File: src/rtl/program_loader_if.sv
// rtl/program_loader_if.sv - stream input and instruction-memory write bus for the boot loader
interface program_loader_if #(
    parameter int ADDR_WIDTH = 8,
    parameter int DATA_WIDTH = 8
);
    logic                  in_valid;
    logic [DATA_WIDTH-1:0] in_data;
    logic                  in_ready;
    logic                  imem_wr_en;
    logic [ADDR_WIDTH-1:0] imem_wr_addr;
    logic [DATA_WIDTH-1:0] imem_wr_data;

    modport master (
        output in_valid, in_data,
        input  in_ready, imem_wr_en, imem_wr_addr, imem_wr_data
    );

    modport slave (
        input  in_valid, in_data,
        output in_ready, imem_wr_en, imem_wr_addr, imem_wr_data
    );
endinterface

File: src/rtl/program_loader.sv
// rtl/program_loader.sv - framed byte-stream loader for instruction memory; releases the core on a good checksum
module program_loader #(
    parameter int ADDR_WIDTH     = 8,
    parameter int DATA_WIDTH     = 8,
    parameter int BASE_ADDR      = 0,
    parameter int TIMEOUT_CYCLES = 1000
) (
    input  logic                  i_clk,
    input  logic                  i_reset,
    input  logic                  i_start,
    program_loader_if.slave       bus,
    output logic                  o_cpu_run,
    output logic                  o_done,
    output logic                  o_error,
    output logic [ADDR_WIDTH-1:0] o_load_count
);
    typedef enum logic [2:0] {IDLE, LEN, LOAD, CHECK, DONE, ERROR} state_t;

    localparam int LEN_LIMIT = (1 << ADDR_WIDTH) - BASE_ADDR;

    state_t                r_state;
    state_t                w_next_state;
    logic [ADDR_WIDTH:0]   r_count;
    logic [ADDR_WIDTH:0]   r_len;
    logic [DATA_WIDTH-1:0] r_sum;
    logic [31:0]           r_timer;
    logic                  r_wr_en;
    logic [ADDR_WIDTH-1:0] r_wr_addr;
    logic [DATA_WIDTH-1:0] r_wr_data;

    logic                  w_rx_state;
    logic                  w_xfer;
    logic [31:0]           w_len32;
    logic                  w_len_bad;
    logic                  w_timeout;
    logic [ADDR_WIDTH:0]   w_count_inc;

    assign w_rx_state  = (r_state == LEN) || (r_state == LOAD) || (r_state == CHECK);
    assign w_xfer      = bus.in_valid && w_rx_state;
    assign w_len32     = 32'(bus.in_data);
    assign w_len_bad   = (w_len32 == 32'd0) || (w_len32 > 32'(LEN_LIMIT));
    assign w_count_inc = r_count + (ADDR_WIDTH+1)'(1);
    // A transfer in the limit cycle clears the timer instead of expiring it.
    assign w_timeout   = (TIMEOUT_CYCLES != 0) && !w_xfer &&
                         (r_timer >= 32'(TIMEOUT_CYCLES - 1));

    always_ff @(posedge i_clk or negedge i_reset) begin
        if (!i_reset) begin
            r_state <= IDLE;
        end else begin
            r_state <= w_next_state;
        end
    end

    always_comb begin
        w_next_state = r_state;
        unique case (r_state)
            IDLE, DONE, ERROR: begin
                if (i_start) w_next_state = LEN;
            end
            LEN: begin
                if (w_xfer)         w_next_state = w_len_bad ? ERROR : LOAD;
                else if (w_timeout) w_next_state = ERROR;
            end
            LOAD: begin
                if (w_xfer) begin
                    if (w_count_inc == r_len) w_next_state = CHECK;
                end else if (w_timeout) begin
                    w_next_state = ERROR;
                end
            end
            CHECK: begin
                if (w_xfer)         w_next_state = (bus.in_data == r_sum) ? DONE : ERROR;
                else if (w_timeout) w_next_state = ERROR;
            end
            default: w_next_state = IDLE;
        endcase
    end

    always_ff @(posedge i_clk or negedge i_reset) begin
        if (!i_reset) begin
            r_count   <= '0;
            r_len     <= '0;
            r_sum     <= '0;
            r_timer   <= '0;
            r_wr_en   <= 1'b0;
            r_wr_addr <= '0;
            r_wr_data <= '0;
        end else begin
            r_wr_en <= 1'b0;
            if (w_rx_state) begin
                r_timer <= w_xfer ? 32'd0 : r_timer + 32'd1;
            end else if (i_start) begin
                r_count <= '0;
                r_sum   <= '0;
                r_timer <= '0;
            end
            if (w_xfer && r_state == LEN) begin
                r_len   <= w_len32[ADDR_WIDTH:0];
                r_count <= '0;
                r_sum   <= '0;
            end
            // Write is registered: strobe appears the cycle after the byte is accepted.
            if (w_xfer && r_state == LOAD) begin
                r_wr_en   <= 1'b1;
                r_wr_addr <= ADDR_WIDTH'(BASE_ADDR) + r_count[ADDR_WIDTH-1:0];
                r_wr_data <= bus.in_data;
                r_count   <= w_count_inc;
                r_sum     <= r_sum + bus.in_data;
            end
        end
    end

    assign bus.in_ready     = w_rx_state;
    assign bus.imem_wr_en   = r_wr_en;
    assign bus.imem_wr_addr = r_wr_addr;
    assign bus.imem_wr_data = r_wr_data;
    assign o_cpu_run        = (r_state == DONE);
    assign o_done           = (r_state == DONE);
    assign o_error          = (r_state == ERROR);
    assign o_load_count     = r_count[ADDR_WIDTH-1:0];
endmodule

File: src/flat_wrapper.sv
// flat-port wrapper written by rule: the top's interface ports become plain ports
module program_loader_flat 
#(
    parameter int ADDR_WIDTH     = 8,
    parameter int DATA_WIDTH     = 8,
    parameter int BASE_ADDR      = 0,
    parameter int TIMEOUT_CYCLES = 1000
)
  (i_clk, i_reset, i_start, o_cpu_run, o_done, o_error, o_load_count, bus_in_valid, bus_in_data, bus_in_ready, bus_imem_wr_en, bus_imem_wr_addr, bus_imem_wr_data);
  program_loader_if #(.ADDR_WIDTH(ADDR_WIDTH), .DATA_WIDTH(DATA_WIDTH)) bus_i ();
  input  logic i_clk;
  input  logic i_reset;
  input  logic i_start;
  output logic o_cpu_run;
  output logic o_done;
  output logic o_error;
  output logic [ADDR_WIDTH-1:0] o_load_count;
  input wire logic [$bits(bus_i.in_valid)-1:0] bus_in_valid;
  input wire logic [$bits(bus_i.in_data)-1:0] bus_in_data;
  output wire logic [$bits(bus_i.in_ready)-1:0] bus_in_ready;
  output wire logic [$bits(bus_i.imem_wr_en)-1:0] bus_imem_wr_en;
  output wire logic [$bits(bus_i.imem_wr_addr)-1:0] bus_imem_wr_addr;
  output wire logic [$bits(bus_i.imem_wr_data)-1:0] bus_imem_wr_data;
  assign bus_i.in_valid = bus_in_valid;
  assign bus_i.in_data = bus_in_data;
  assign bus_in_ready = bus_i.in_ready;
  assign bus_imem_wr_en = bus_i.imem_wr_en;
  assign bus_imem_wr_addr = bus_i.imem_wr_addr;
  assign bus_imem_wr_data = bus_i.imem_wr_data;
  program_loader #(.ADDR_WIDTH(ADDR_WIDTH), .DATA_WIDTH(DATA_WIDTH), .BASE_ADDR(BASE_ADDR), .TIMEOUT_CYCLES(TIMEOUT_CYCLES)) u_core (.i_clk(i_clk), .i_reset(i_reset), .i_start(i_start), .bus(bus_i), .o_cpu_run(o_cpu_run), .o_done(o_done), .o_error(o_error), .o_load_count(o_load_count));
endmodule
File: config.mk
export PLATFORM = sky130hd
export DESIGN_NAME = program_loader_flat
export DESIGN_NICKNAME = d
export VERILOG_FILES = /design/src/rtl/program_loader_if.sv /design/src/rtl/program_loader.sv /design/src/flat_wrapper.sv
export SDC_FILE = /design/constraint.sdc
export NUM_CORES = 1
export LEC_CHECK = 0
export CORE_MARGIN = 5
export CORE_UTILIZATION = 62
export DETAILED_ROUTE_END_ITERATION = 10
export PLACE_DENSITY = 0.85
export SYNTH_ARGS = -nofsm -noshare
export SYNTH_HDL_FRONTEND = slang
export SYNTH_SLANG_ARGS = --single-unit
File: constraint.sdc
create_clock -name i_clk -period 4.7 [get_ports i_clk]
set_input_delay 0.47 -clock i_clk [delete_from_list [all_inputs] [get_ports i_clk]]
set_output_delay 0.47 -clock i_clk [all_outputs]
set_load 0.1 [all_outputs]
==> results.md <==
- Clock-pin slew was measured on the worst setup and hold paths at 0.08 ns.
- The critical path ends at o_cpu_run.
- STA classifies the critical path endpoint as a primary output.
- Summed over all layers, the global routing overflow is 0.
- Across the routed clock network, the largest skew measured is 0.00857 ns.
- For the worst flop-to-flop path, the logic depth is 7.
- Global routing consumed, on the met2 layer, 37.0% of the routing resources.
- The number of antenna diodes in the final layout is 0.
- Cells with a size suffix above 1 make up 7.96% of the layout.
- The number of global-route vias before repair was 3632.
- The proportion of register bits with asynchronous set or reset after synthesis is 100%.
- CTS saw 77 sinks.
- The final hold violation count came to 0.
- The count of nets after finishing is 532.
- For met3 alone, demand over resource in global routing was 4.02%.
- The leakage power figure is 2.15 nW.
- In this run the deepest clock path goes through 2 buffers.
- The worst IR drop on VDD is 569 uV.
- The TritonCTS clock tree is built.
- Across every metal layer, demand over resource in global routing totals 24.5%.
- In this run, synthesis inferred 0 flip-flops with an integrated enable.
- The clock period could shrink to 2.92 ns.
- Detailed placement finished with a half-perimeter wire length of 6600 um.
- Power spread over the standard cell area amounts to 544 nW/um2.
- The post-route fraction of the period consumed by the critical path is 62.2%.
- The floorplan step set the die height to 93.3 um.
- The number of clock buffers added by TritonCTS is 9.
- The die covers 8710 um2.
- The layer carrying the most global-route usage is met2.
- Adding up every negative setup slack in the final design gives 0 ns.
- The peak fanout along the critical path is 9.
- The floorplan has 30 rows.
- At the worst endpoint, the required time is 4.23 ns.
- The startpoint of the most critical setup path is u_core.r_state[2].
- At the end of routability-driven placement, the weighted congestion stood at 0.850.
- Once detail routing completed, the nets flagged for antenna violations numbered 0.
- Summing all placed instances gives a cell area of 4640 um2.
- The mean routed wirelength per cell is 16.1 um.
- The core region is 6790 um2.
- The synthesized area divided by synthesized cell count is 8.70 um2.
- For this run, the leading register cell type out of synthesis is dfrtp_1.
- The first-pass GRT wire length is 17300 um.
- The overall die width is 93.3 um.
- After detailed routing, the number of remaining DRC violations is 0.
- The worst setup path is of the register to primary output kind.
- In this run the critical register-to-register path is captured at u_core.r_count[6].
- The startpoint of the worst register-to-register path is u_core.r_state[2].
- The Yosys step of the flow raised 0 warnings.
- In the routed layout, each cell is associated on average with a via count of 6.14.
- The number of max-slew violations in the final report is 0.
- Clock tree synthesis selected as its root buffer the cell clkbuf_8.
- The worst-case headroom to the max-slew limit is 28.7%.
- The initial standard-cell utilization of the core is 63.4%.
- The min-delay analysis places its worst path in the category input pin to async pin.
- The max-cap violation count is 0.
- The number of nets in the synthesized netlist is 517.
- Synthesis produced 495 cells.
- The maximum frequency from static timing analysis is 342 MHz.
- The worst register-to-register path has a setup slack of 2.21 ns.
- After detailed routing, the total wire length is 9870 um.
- The sequential element share of the synthesized area is 44.8%.
- The iteration count of the initial detailed-routing pass is 5.
- The post-synthesis instance area is 4310 um2.
- The initial antenna violation count is 0.
- The synthesized design spends more area on one cell type than any other, namely dfrtp_1.
- Counting flops and latches in the post-synthesis netlist gives 77.
- Detailed routing inserted a total of 3750 vias.
- The total setup buffers inserted after CTS is 0.
- The count of distinct cell types in the synthesized netlist is 55.
- The number of I/O pins is 41.
- The transition time of the tightest slew-check pin is 1.06 ns.
- The number of instances resized during post-cts repair is 0.
- Final hold analysis gives a worst-case slack of 0.263 ns.
- Entering global routing, the biggest net connects 78 pins.
- Relative to the synthesized area, the layout overhead comes to 12.9%.
- At the worst endpoint, the arrival time is 2.45 ns.
- The count of endpoints failing setup in the final report is 0.
- For this block, the initial DRC count from the detailed router was 310.
- During placement, the flow inserted port buffers numbering 40.
- After synthesis, the cell types taking the most area are dfrtp_1 (45%), nand2_1 (8.0%), o21ai_0 (7.6%), nor2_1 (3.3%), xor2_1 (2.6%).
- Global routing used 35.4% of the available met1 tracks.
- The run finished with clean final reports.
- The clock latency on the worst-skew pair is 0.34 ns.
- Setup repair after global routing left no endpoint under its margin.
- The top-area cell type share of the netlist area is 44.8%.
- CTS built an H-tree with a depth of 3.
- Summing all non-filler instances in the final layout gives an area of 4860 um2.
- The number of hold buffers added after CTS was 0.
- The kind of start point of the critical path is a register.
-- sequential cells by signal, summed over array words and instances, names as in the netlist --
name / cells
u_core.bus.imem_wr_en: 1
u_core.bus.imem_wr_data: 8
u_core.r_count: 9
u_core.r_timer: 32
u_core.r_state: 3
u_core.bus.imem_wr_addr: 8
u_core.r_sum: 8
u_core.r_len: 8
-- report_power, final --
| part | internal, mW | leakage [nW] | switching (mW) |
|---|---|---|---|
| Sequential | 0.785 | 1.04 | 0.130 |
| Clock | 0.291 | 0.105 | 0.254 |
| Combinational | 0.349 | 1.01 | 0.836 |
| Total | 1.43 | 2.15 | 1.22 |
-- layer usage --
layer | up-vias | share of wire [%]
met2 | 137 | 47
li1 | 1770 | -
met1 | 1825 | 46
met3 | 18 | 5.0
met4 | 0 | 1.4
met5 | - | 0
-- area by class of cell --
type	instances	area (um2)
Timing Repair Buffer	42	413
Inverter	9	33.8
Clock buffer	12	165
Multi-Input combinational cell	371	2150
Clock inverter	4	53.8
Sequential cell	77	1930
Fill cell	523	1930
Tap cell	96	120
-- worst min-delay path by stage --
stage,startpoint,to,depth (start not counted)
floorplan,i_reset,u_core.bus.imem_wr_addr[0],0
global placement,u_core.bus.imem_wr_addr[2],u_core.bus.imem_wr_addr[2],2
detailed placement,u_core.bus.imem_wr_data[2],u_core.bus.imem_wr_data[2],2
CTS,i_reset,u_core.bus.imem_wr_data[6],1
global route,i_reset,u_core.bus.imem_wr_data[6],1
finish,i_reset,u_core.r_sum[6],1
-- worst max-delay path, cell delays in order, from the launching register on --
cell and delay [ns]:
dfrtp_1 0.50, inv_1 0.13, nor3_1 0.29, clkdlybuf4s50_1 1.19
-- logic make-up after synthesis --
| family | share of synthesized area, % |
|---|---|
| xor gates and xnor gates | 4.48 |
| AOI/OAI and AO/OA | 16.1 |
| muxes | 1.83 |
| and+or+nand+nor | 24.3 |
| buffers and inverters | 5.49 |
| DFF | 44.8 |
| adders and majority gates | 3.08 |
-- per-stage QoR --
stage	cells	setup WS, ns	power (mW)	util [%]
2_1_floorplan	495	1.00	1.83	-
3_3_place_gp	595	1.99	2.05	68.3
3_5_place_dp	595	1.74	2.10	68.3
4_1_cts	611	1.77	2.64	71.5
5_1_grt	611	1.66	2.79	71.5
6_report	611	1.78	2.64	71.5
-- cells in the final DEF (no fill, tap or decap), types with 8 or more instances in the layout --
master	synthesis	layout
a21oi_1	18	18
a31oi_1	11	11
clkbuf_8	0	12
clkdlybuf4s50_1	0	39
dfrtp_1	77	77
ha_1	9	9
inv_1	8	8
nand2_1	92	92
nand3_1	17	17
nand4_1	14	14
nor2_1	38	38
o21ai_0	65	65
xnor2_1	9	9
xor2_1	13	13
-- Yosys cell counts, types with 2 or more instances --
cell       n
nand2_1   92
dfrtp_1   77
o21ai_0   65
nor2_1    38
a21oi_1   18
nand3_1   17
clkbuf_1  16
nand4_1   14
xor2_1    13
a31oi_1   11
buf_4     11
buf_2      9
ha_1       9
xnor2_1    9
inv_1      8
and3_1     7
mux2_2     7
nor4_1     7
a22o_1     6
nor3_1     6
or3_1      5
a21o_1     4
or4_1      4
o31ai_1    3
or2_2      3
and2_1     2
and4_1     2
nand2b_1   2
nor4_2     2
o211ai_1   2
o41ai_1    2
No activity file was read; power rests on OpenSTA's default activity.
